File: config.mk
export PLATFORM = sky130hd
export DESIGN_NAME = instr_stream_ctrl
export DESIGN_NICKNAME = d
export VERILOG_FILES = /design/src/rtl/cpu_defs_pkg.sv /design/src/rtl/prog_buffer.sv /design/src/rtl/instr_stream_ctrl.sv
export SDC_FILE = /design/constraint.sdc
export NUM_CORES = 2
export LEC_CHECK = 0
export ABC_AREA = 1
export BUFFER_PORTS_ARGS = -buffer_cell sky130_fd_sc_hd__buf_2
export CORE_AREA = 2 2 744 746
export DETAILED_ROUTE_END_ITERATION = 10
export DIE_AREA = 0 0 746 748
export HOLD_SLACK_MARGIN = 0.15
export PLACE_DENSITY = 0.55
export SYNTH_ARGS = -nofsm -noshare
export SYNTH_HDL_FRONTEND = slang
export SYNTH_SLANG_ARGS = --single-unit
File: constraint.sdc
create_clock -name clock -period 3.7 [get_ports clock]
set_input_delay 0.185 -clock clock [delete_from_list [all_inputs] [get_ports clock]]
set_output_delay 0.185 -clock clock [all_outputs]
set_load 0.005 [all_outputs]
File: src/rtl/cpu_defs_pkg.sv
// Shared CPU definitions: opcode encoding, instruction field positions,
// the NOP word and the instruction-stream controller state type.
package cpu_defs_pkg;

  // Opcode field width and position within a 16-bit instruction word.
  localparam int OP_W   = 5;
  localparam int OP_MSB = 15;
  localparam int OP_LSB = 11;

  // First register field position.
  localparam int R1_MSB = 10;
  localparam int R1_LSB = 8;

  // Opcode encoding shared with the CPU core.
  localparam logic [OP_W-1:0] NOP   = 5'b00000;
  localparam logic [OP_W-1:0] HALT  = 5'b00001;
  localparam logic [OP_W-1:0] LOAD  = 5'b00010;
  localparam logic [OP_W-1:0] STORE = 5'b00011;
  localparam logic [OP_W-1:0] ADD   = 5'b00100;
  localparam logic [OP_W-1:0] SUB   = 5'b00101;

  // All-zero instruction: the pipeline bubble.
  localparam logic [15:0] NOP_WORD = 16'h0000;

  // Controller states.
  typedef enum logic [2:0] {
    IDLE,
    START,
    STREAM,
    DRAIN,
    DONE
  } state_t;

endpackage

File: src/rtl/prog_buffer.sv
// Program buffer: 2**AW words of IW bits, written synchronously,
// read combinationally so the controller can register the fetched word.
module prog_buffer
  import cpu_defs_pkg::*;
#(
  parameter int AW = 8,
  parameter int IW = 16
) (
  input  logic          clock,
  input  logic          we,
  input  logic [AW-1:0] waddr,
  input  logic [IW-1:0] wdata,
  input  logic [AW-1:0] raddr,
  output logic [IW-1:0] rdata
);

  logic [IW-1:0] mem [2**AW];

  // Word write, visible on the read port from the next cycle.
  always_ff @(posedge clock) begin
    if (we) begin
      mem[waddr] <= wdata;
    end
  end

  assign rdata = mem[raddr];

endmodule

File: src/rtl/instr_stream_ctrl.sv
// Instruction stream controller: holds a program, pulses the CPU start
// strobe on a run request, streams one word per unpaused cycle, then
// flushes the pipeline with NOPs once HALT has been issued.
module instr_stream_ctrl
  import cpu_defs_pkg::*;
#(
  parameter int AW           = 8,
  parameter int IW           = 16,
  parameter int DRAIN_CYCLES = 4
) (
  input  logic          clock,
  input  logic          reset,
  input  logic          prog_we,
  input  logic [AW-1:0] prog_addr,
  input  logic [IW-1:0] prog_data,
  input  logic          run,
  input  logic          pause,
  output logic [IW-1:0] i_datain,
  output logic          cpu_enable,
  output logic          cpu_start,
  output logic          busy,
  output logic          done,
  output logic          prog_err,
  output logic [AW:0]   issued
);

  localparam int            DW       = (DRAIN_CYCLES < 1) ? 1 : $clog2(DRAIN_CYCLES + 1);
  localparam logic [AW-1:0] PTR_LAST = '1;
  localparam logic [IW-1:0] NOP_OUT  = IW'(NOP_WORD);
  localparam logic [IW-1:0] HALT_OUT = {HALT, {(IW-OP_W){1'b0}}};

  state_t        state_reg, state_next;
  logic [AW-1:0] ptr_reg, ptr_next;
  logic [AW:0]   issued_reg, issued_next;
  logic [IW-1:0] data_reg, data_next;
  logic          en_reg, en_next;
  logic          err_reg, err_next;
  logic [DW-1:0] drain_reg, drain_next;
  logic          force_halt_reg, force_halt_next;
  logic [IW-1:0] rd_word;
  logic          buf_we;

  // Writes only land while idle and out of reset; other writes are flagged.
  assign buf_we = reset && prog_we && (state_reg == IDLE);

  prog_buffer #(
    .AW(AW),
    .IW(IW)
  ) u_prog_buffer (
    .clock(clock),
    .we   (buf_we),
    .waddr(prog_addr),
    .wdata(prog_data),
    .raddr(ptr_reg),
    .rdata(rd_word)
  );

  // Next-state, pointer, counters and next instruction word.
  always_comb begin
    state_next      = state_reg;
    ptr_next        = ptr_reg;
    issued_next     = issued_reg;
    data_next       = data_reg;
    drain_next      = drain_reg;
    force_halt_next = force_halt_reg;
    err_next        = prog_we && (state_reg != IDLE);

    case (state_reg)
      IDLE: begin
        data_next = NOP_OUT;
        if (run && !prog_we) begin
          state_next      = START;
          ptr_next        = '0;
          issued_next     = '0;
          drain_next      = '0;
          force_halt_next = 1'b0;
        end
      end
      // START issues buf[0] on its way out so it lands the cycle after the
      // start pulse; STREAM keeps issuing one word per unpaused cycle.
      START, STREAM: begin
        state_next = STREAM;
        if (!pause) begin
          issued_next = issued_reg + (AW+1)'(1);
          if (force_halt_reg) begin
            data_next  = HALT_OUT;
            state_next = DRAIN;
          end else begin
            data_next = rd_word;
            if (rd_word[OP_MSB:OP_LSB] == HALT) begin
              state_next = DRAIN;
            end else if (ptr_reg == PTR_LAST) begin
              force_halt_next = 1'b1;
            end else begin
              ptr_next = ptr_reg + AW'(1);
            end
          end
        end
      end
      // HALT is on i_datain on entry; then DRAIN_CYCLES NOPs, then DONE.
      DRAIN: begin
        if (!pause) begin
          if (drain_reg == DW'(DRAIN_CYCLES)) begin
            state_next = DONE;
          end else begin
            drain_next = drain_reg + DW'(1);
            data_next  = NOP_OUT;
          end
        end
      end
      DONE: begin
        data_next = NOP_OUT;
        if (!run) begin
          state_next = IDLE;
          ptr_next   = '0;
        end
      end
      default: begin
        state_next = IDLE;
      end
    endcase

    en_next = ((state_next == IDLE) || (state_next == DONE)) ? 1'b1 : !pause;
  end

  // State and registered outputs; reset leaves the buffer contents alone.
  always_ff @(posedge clock) begin
    if (!reset) begin
      state_reg      <= IDLE;
      ptr_reg        <= '0;
      issued_reg     <= '0;
      data_reg       <= NOP_OUT;
      en_reg         <= 1'b0;
      err_reg        <= 1'b0;
      drain_reg      <= '0;
      force_halt_reg <= 1'b0;
    end else begin
      state_reg      <= state_next;
      ptr_reg        <= ptr_next;
      issued_reg     <= issued_next;
      data_reg       <= data_next;
      en_reg         <= en_next;
      err_reg        <= err_next;
      drain_reg      <= drain_next;
      force_halt_reg <= force_halt_next;
    end
  end

  assign i_datain   = data_reg;
  assign cpu_enable = en_reg;
  assign cpu_start  = (state_reg == START);
  assign busy       = (state_reg == START) || (state_reg == STREAM) || (state_reg == DRAIN);
  assign done       = (state_reg == DONE);
  assign prog_err   = err_reg;
  assign issued     = issued_reg;

endmodule

# After elaboration in Yosys (flattened, before gate mapping)
# Memories as Yosys holds them, arrays and structs flattened. A register that Yosys moved wholly into a read port is not among the register bits.
# Index checks and enable logic that the tools add are counted.
# Widths: inputs -> output; s select.
word_totals:
  regBits: 42
  latchBits: 0
  mem_bits_rw: 4096
  rom_bits: 0
  wordCells: 88
  memories: 1
classes:
  addsub: 3
  n_mul: 0
  div: 0
  magnitude_cmp: 0
  n_eq_ne: 16
  shift: 0
  mux: 38
  bitwise: 0
  reduce_logical: 22
memory_table:
  columns: ["name", "words", "word_bits", "rd", "rd_ports_with_merged_regs", "wr", "line", "source"]
  rows:
  - ["u_prog_buffer.mem", 256, 16, 1, 1, 1, "prog_buffer.sv:17", "logic [IW-1:0] mem [2**AW];"]
op_table:
  columns: ["operator", "count"]
  rows:
  - ["$mux 16", 4]
  - ["$mux 8", 8]
  - ["$pmux 16 s3", 1]
  - ["$pmux 8 s3", 1]
  - ["$mux 3", 7]
  - ["$mux 9", 2]
  - ["$pmux 9 s2", 1]
  - ["$ne 2x2->1 const B", 7]
  - ["$pmux 3 s4", 1]
  - ["$mux 1", 11]
  - ["$add 9x1->9 const B", 1]
  - ["$eq 3x3->1 const B", 3]
  - ["$reduce_bool 3->1", 3]
  - ["$add 8x1->8 const B", 1]
  - ["$eq 8x8->1 const B", 1]
  - ["$reduce_and 4->1", 2]
  - ["$reduce_and 7->1", 1]
  - ["$eq 3x2->1 const B", 2]
  - ["$logic_not 3->1", 2]
  - ["$pmux 3 s2", 1]
  - ["$eq 5x1->1 const B", 1]
  - ["$logic_and 1x1->1", 4]
  - ["$reduce_bool 2->1", 2]
  - ["$reduce_or 2->1", 2]
  - ["7 further kinds", 10]

# Longest topological paths before layout
depth:
  word_depth: 8
  ltp_mapped: 22
  depth_no_buf: 17

# By module
# Synthesis repeated with hierarchy kept, for this count alone.
hier_totals:
  cells_unflattened: 13892
  area_unflattened_um2: 167495.6
by_module_without_submodules:
  columns: ["module", "instances", "cells_per_inst", "area_per_inst_um2"]
  rows:
  - ["prog_buffer", 1, 13601, 165386.1]
  - ["instr_stream_ctrl", 1, 291, 2109.5]

# Least setup slack after synthesis
# Ideal clock, no wire load.
synth_path:
  path_kind: "reg2reg"
  startpoint: "reg state_reg[1]"
  endpoint: "mem u_prog_buffer.mem[102][0], enable pin"
  setup_ns: 0.388
  arrival_ns: 2.371
  slack_ns: 0.941
  stages_incl_launch_ff: 11
  path_cell_list: "dfxtp_1 > nor2_1 > inv_1 > nor2_1 > inv_1 > nor3_1 > inv_1 > nor3_1 > nand2_1 > clkbuf_1 > nor2_1"
synth_via:
  elab_chain_cells: 4
synth_lines:
  columns: ["element", "line", "source"]
  rows:
  - ["from (decl)", "instr_stream_ctrl.sv:32", "state_t state_reg, state_next;"]
  - ["from (signal assigned)", "instr_stream_ctrl.sv:138", "state_reg <= state_next;"]
  - ["$logic_not 3->1", "instr_stream_ctrl.sv:44", "assign buf_we = reset && prog_we && (state_reg == IDLE);"]
  - ["$logic_and 1x1->1", "instr_stream_ctrl.sv:44", null]
  - ["$mux 1", "prog_buffer.sv:21", "if (we) begin"]
  - ["$mux 1 (implied by the code)", "prog_buffer.sv:22", "mem[waddr] <= wdata;"]
  - ["to (decl)", "prog_buffer.sv:17", null]
# Every way passes these cells.

==> metrics.yaml <==
outcome: "completed"
totalPowerFinal_uw: 111100
ir_drop_mv: 0.4053
hold_violations: 0
rr_worst_depth: 15
totalWireLength_um: 517200
gr-total-overflow: 0
cp-start-kind: "flip-flop"
placed_cell_area_mm2: 0.1794
synthToLayoutAreaGrowth_pct: 17.95
leakage_uw: 0.06421
wire_per_inst_um: 24.41
min_from: "prog_addr[5]"
hold_ws_ps: 250.3
power_density_mw_per_mm2: 572.6
crit_type: "reg -> reg"
worst_clock_skew_ps: 65.24
largest_reg_flops: 4096
ys_ff_latch: 4146
final_area_mm2: 0.1939
worst_pin_slew_ps: 1206
path_max_fanout: 28
hp-class: "in -> reg"
grt_pass1_vias: 102900
regArea_mm2: 0.1240
fp.coreArea_mm2: 0.5506
slew_headroom: 0.1958
yosysSeqAreaShare: 0.7542
syn_area_mm2: 0.1644
pin_count: 59
grt_max_degree: 119
clock_latency_ps: 1000
place_hpwl_um: 305100
yosysUniqueCellTypes: 32
place.gp.congestion: 0.8794
cap_viol_max_count: 0
cp.required_ps: 4600
post-route-util: 0.3522
syn_nets: 13140
grt_pass1_wl_um: 739800
slowest_delay_ps: 450
crit_chain: "buf_16 > buf_4 > buf_16 > buf_4 > o21ai_0 > o22ai_1 > nand2_1 > nand3_1 > nand3_1 > nand3_1 > nand3_1 > nand3_1 > buf_4 > nand3_1 > a21oi_1"
synth_top_cell_by_area: "edfxtp_1"
fin_nets: 13550
ant_nets: 0
die_area_mm2: 0.5580
n_fill_cell: 53230
min_period_ps: 3616
drive_gt1_frac: 0.1112
die_h_um: 748
grtUsageTotal: 0.1770
yosysWarnings: 0
floorplan.initialDensity: 0.2986
crit_path_frequent_cell: "nand3_1"
cts_num_sinks: 4146
r2r_setup_slack_ps: 80
r2r_end: "i_datain[6]"
first_iter_violations: 13170
cp_slowest_cell: "dfxtp_4"
synth_cells: 13110
multiInputGateArea_mm2: 0.03620
cts_buffer_depth: 4
route.detailed.drc: 0
drtPass1Iterations: 6
path_clk_slew_ps: 60
ys_top_cells_by_area: "edfxtp_1, nand3_1, nand2_1"
async_flop_share: 0
cts_tree: "yes"
rsz0062_at_grt: "yes"
die_x_um: 746
crit_arrival_ps: 4520
rows: 273
endpoint_kind: "flip-flop"
fin_crit_sh: 0.9774
cts_buffers: 426
vias: 109400
synth_area_per_cell_um2: 12.54
tns_ps: 0
setup_viol: 0
cts-root-buf: "clkbuf_16"
max_freq_ghz: 0.2765
endpoint: "i_datain[6]"
io_buffer_count: 58
drt-vias-per-instance: 5.164
synth_ff_type: "edfxtp_1"
h-tree-depth: 5
slew_viol_final: 0
yosysTopAreaCellShare: 0.7481
antenna_found_initial: 44
synth_edf_count: 4096
layout by cell type (no fill, tap or decap), drive strengths merged, types with 71 or more instances in the layout:
cell and n:
inv 71, buf 882, nor2 1717, o22ai 704, nand3 1971, clkinv 198
edfxtp 4096, nand2 2088, clkbuf 526, o21ai 1419
routing by layer:
| metal | global-route usage | up-vias | wire length [µm] |
|---|---|---|---|
| li1 | - | 48770 | - |
| met1 | 0.2473 | 55030 | 218300 |
| met2 | 0.2798 | 4776 | 236800 |
| met3 | 0.02766 | 780 | 42150 |
| met4 | 0.06285 | 18 | 19730 |
| met5 | 0 | - | 115 |
report_power, final:
part           internal, µW  switching (µW)
combinational          4550           11900
sequential            51700             105
clock                 24400           18500
total                 80600           30500
per-stage QoR:
| step | instances | setup WS (ps) |
|---|---|---|
| after floorplan | 13110 | 941.0 |
| after global routing | 21170 | -12.67 |
| after detailed placement | 20330 | -28.50 |
| after global placement | 20330 | -64.26 |
| final | 21180 | 83.57 |
| after CTS | 21160 | 18.81 |
what timing repair did:
action	4_1_cts	5_1_grt
pin swaps	0	0
endpoints found under the setup margin	4	277
resized for setup	1	32
gates cloned	0	6
hold buffers	36	0
setup buffers	0	4
hold endpoints to repair	4034	0
worst min path at each step:
stage,to,cells after the start
after floorplan,cpu_enable,1
after global placement,i_datain[12],2
after detailed placement,i_datain[11],2
after CTS,u_prog_buffer.mem[233][11],6
after global routing,i_datain[11],5
final,u_prog_buffer.mem[234][11],6
cells in the mapped netlist (2+ instances only):
master	number
a21oi_1	35
buf_1	100
buf_2	317
buf_4	36
buf_6	9
clkbuf_1	465
clkbuf_2	13
dfxtp_1	50
edfxtp_1	4096
ha_1	4
inv_1	53
inv_2	3
nand2_1	2088
nand3_1	1970
nor2_1	1715
nor2_2	2
nor3_1	14
nor3b_1	3
nor4_1	2
o21ai_0	1386
o21ai_1	33
o22ai_1	704
cell families after synthesis:
family          count (synthesis)  share of synthesized area
flops                        4146                     0.7542
simple gates                 5799                     0.1478
buf+inv                       998                    0.02654
compound gates               2161                    0.07118
fa+ha+maj                       4                  0.0003044
worst max-delay path, delay by kind of cell, from the launching register on:
family,cells,cell delay [ps]
AOI/OAI and AO/OA,3,470
buffers and inverters,5,1300
DFF,1,450
and+or+nand+nor,7,1250
area by class of cell:
class	count	share of cell area
Tap cell	7287	0.04701
Timing Repair Buffer	921	0.05399
Inverter	58	0.001426
Sequential cell	4146	0.6395
Antenna cell	13	0.0001677
Clock buffer	523	0.05732
Clock inverter	267	0.01381
Multi-Input combinational cell	7965	0.1867
Timing Repair inverter	2	0.0001161
No activity file was read; power rests on OpenSTA's default activity.
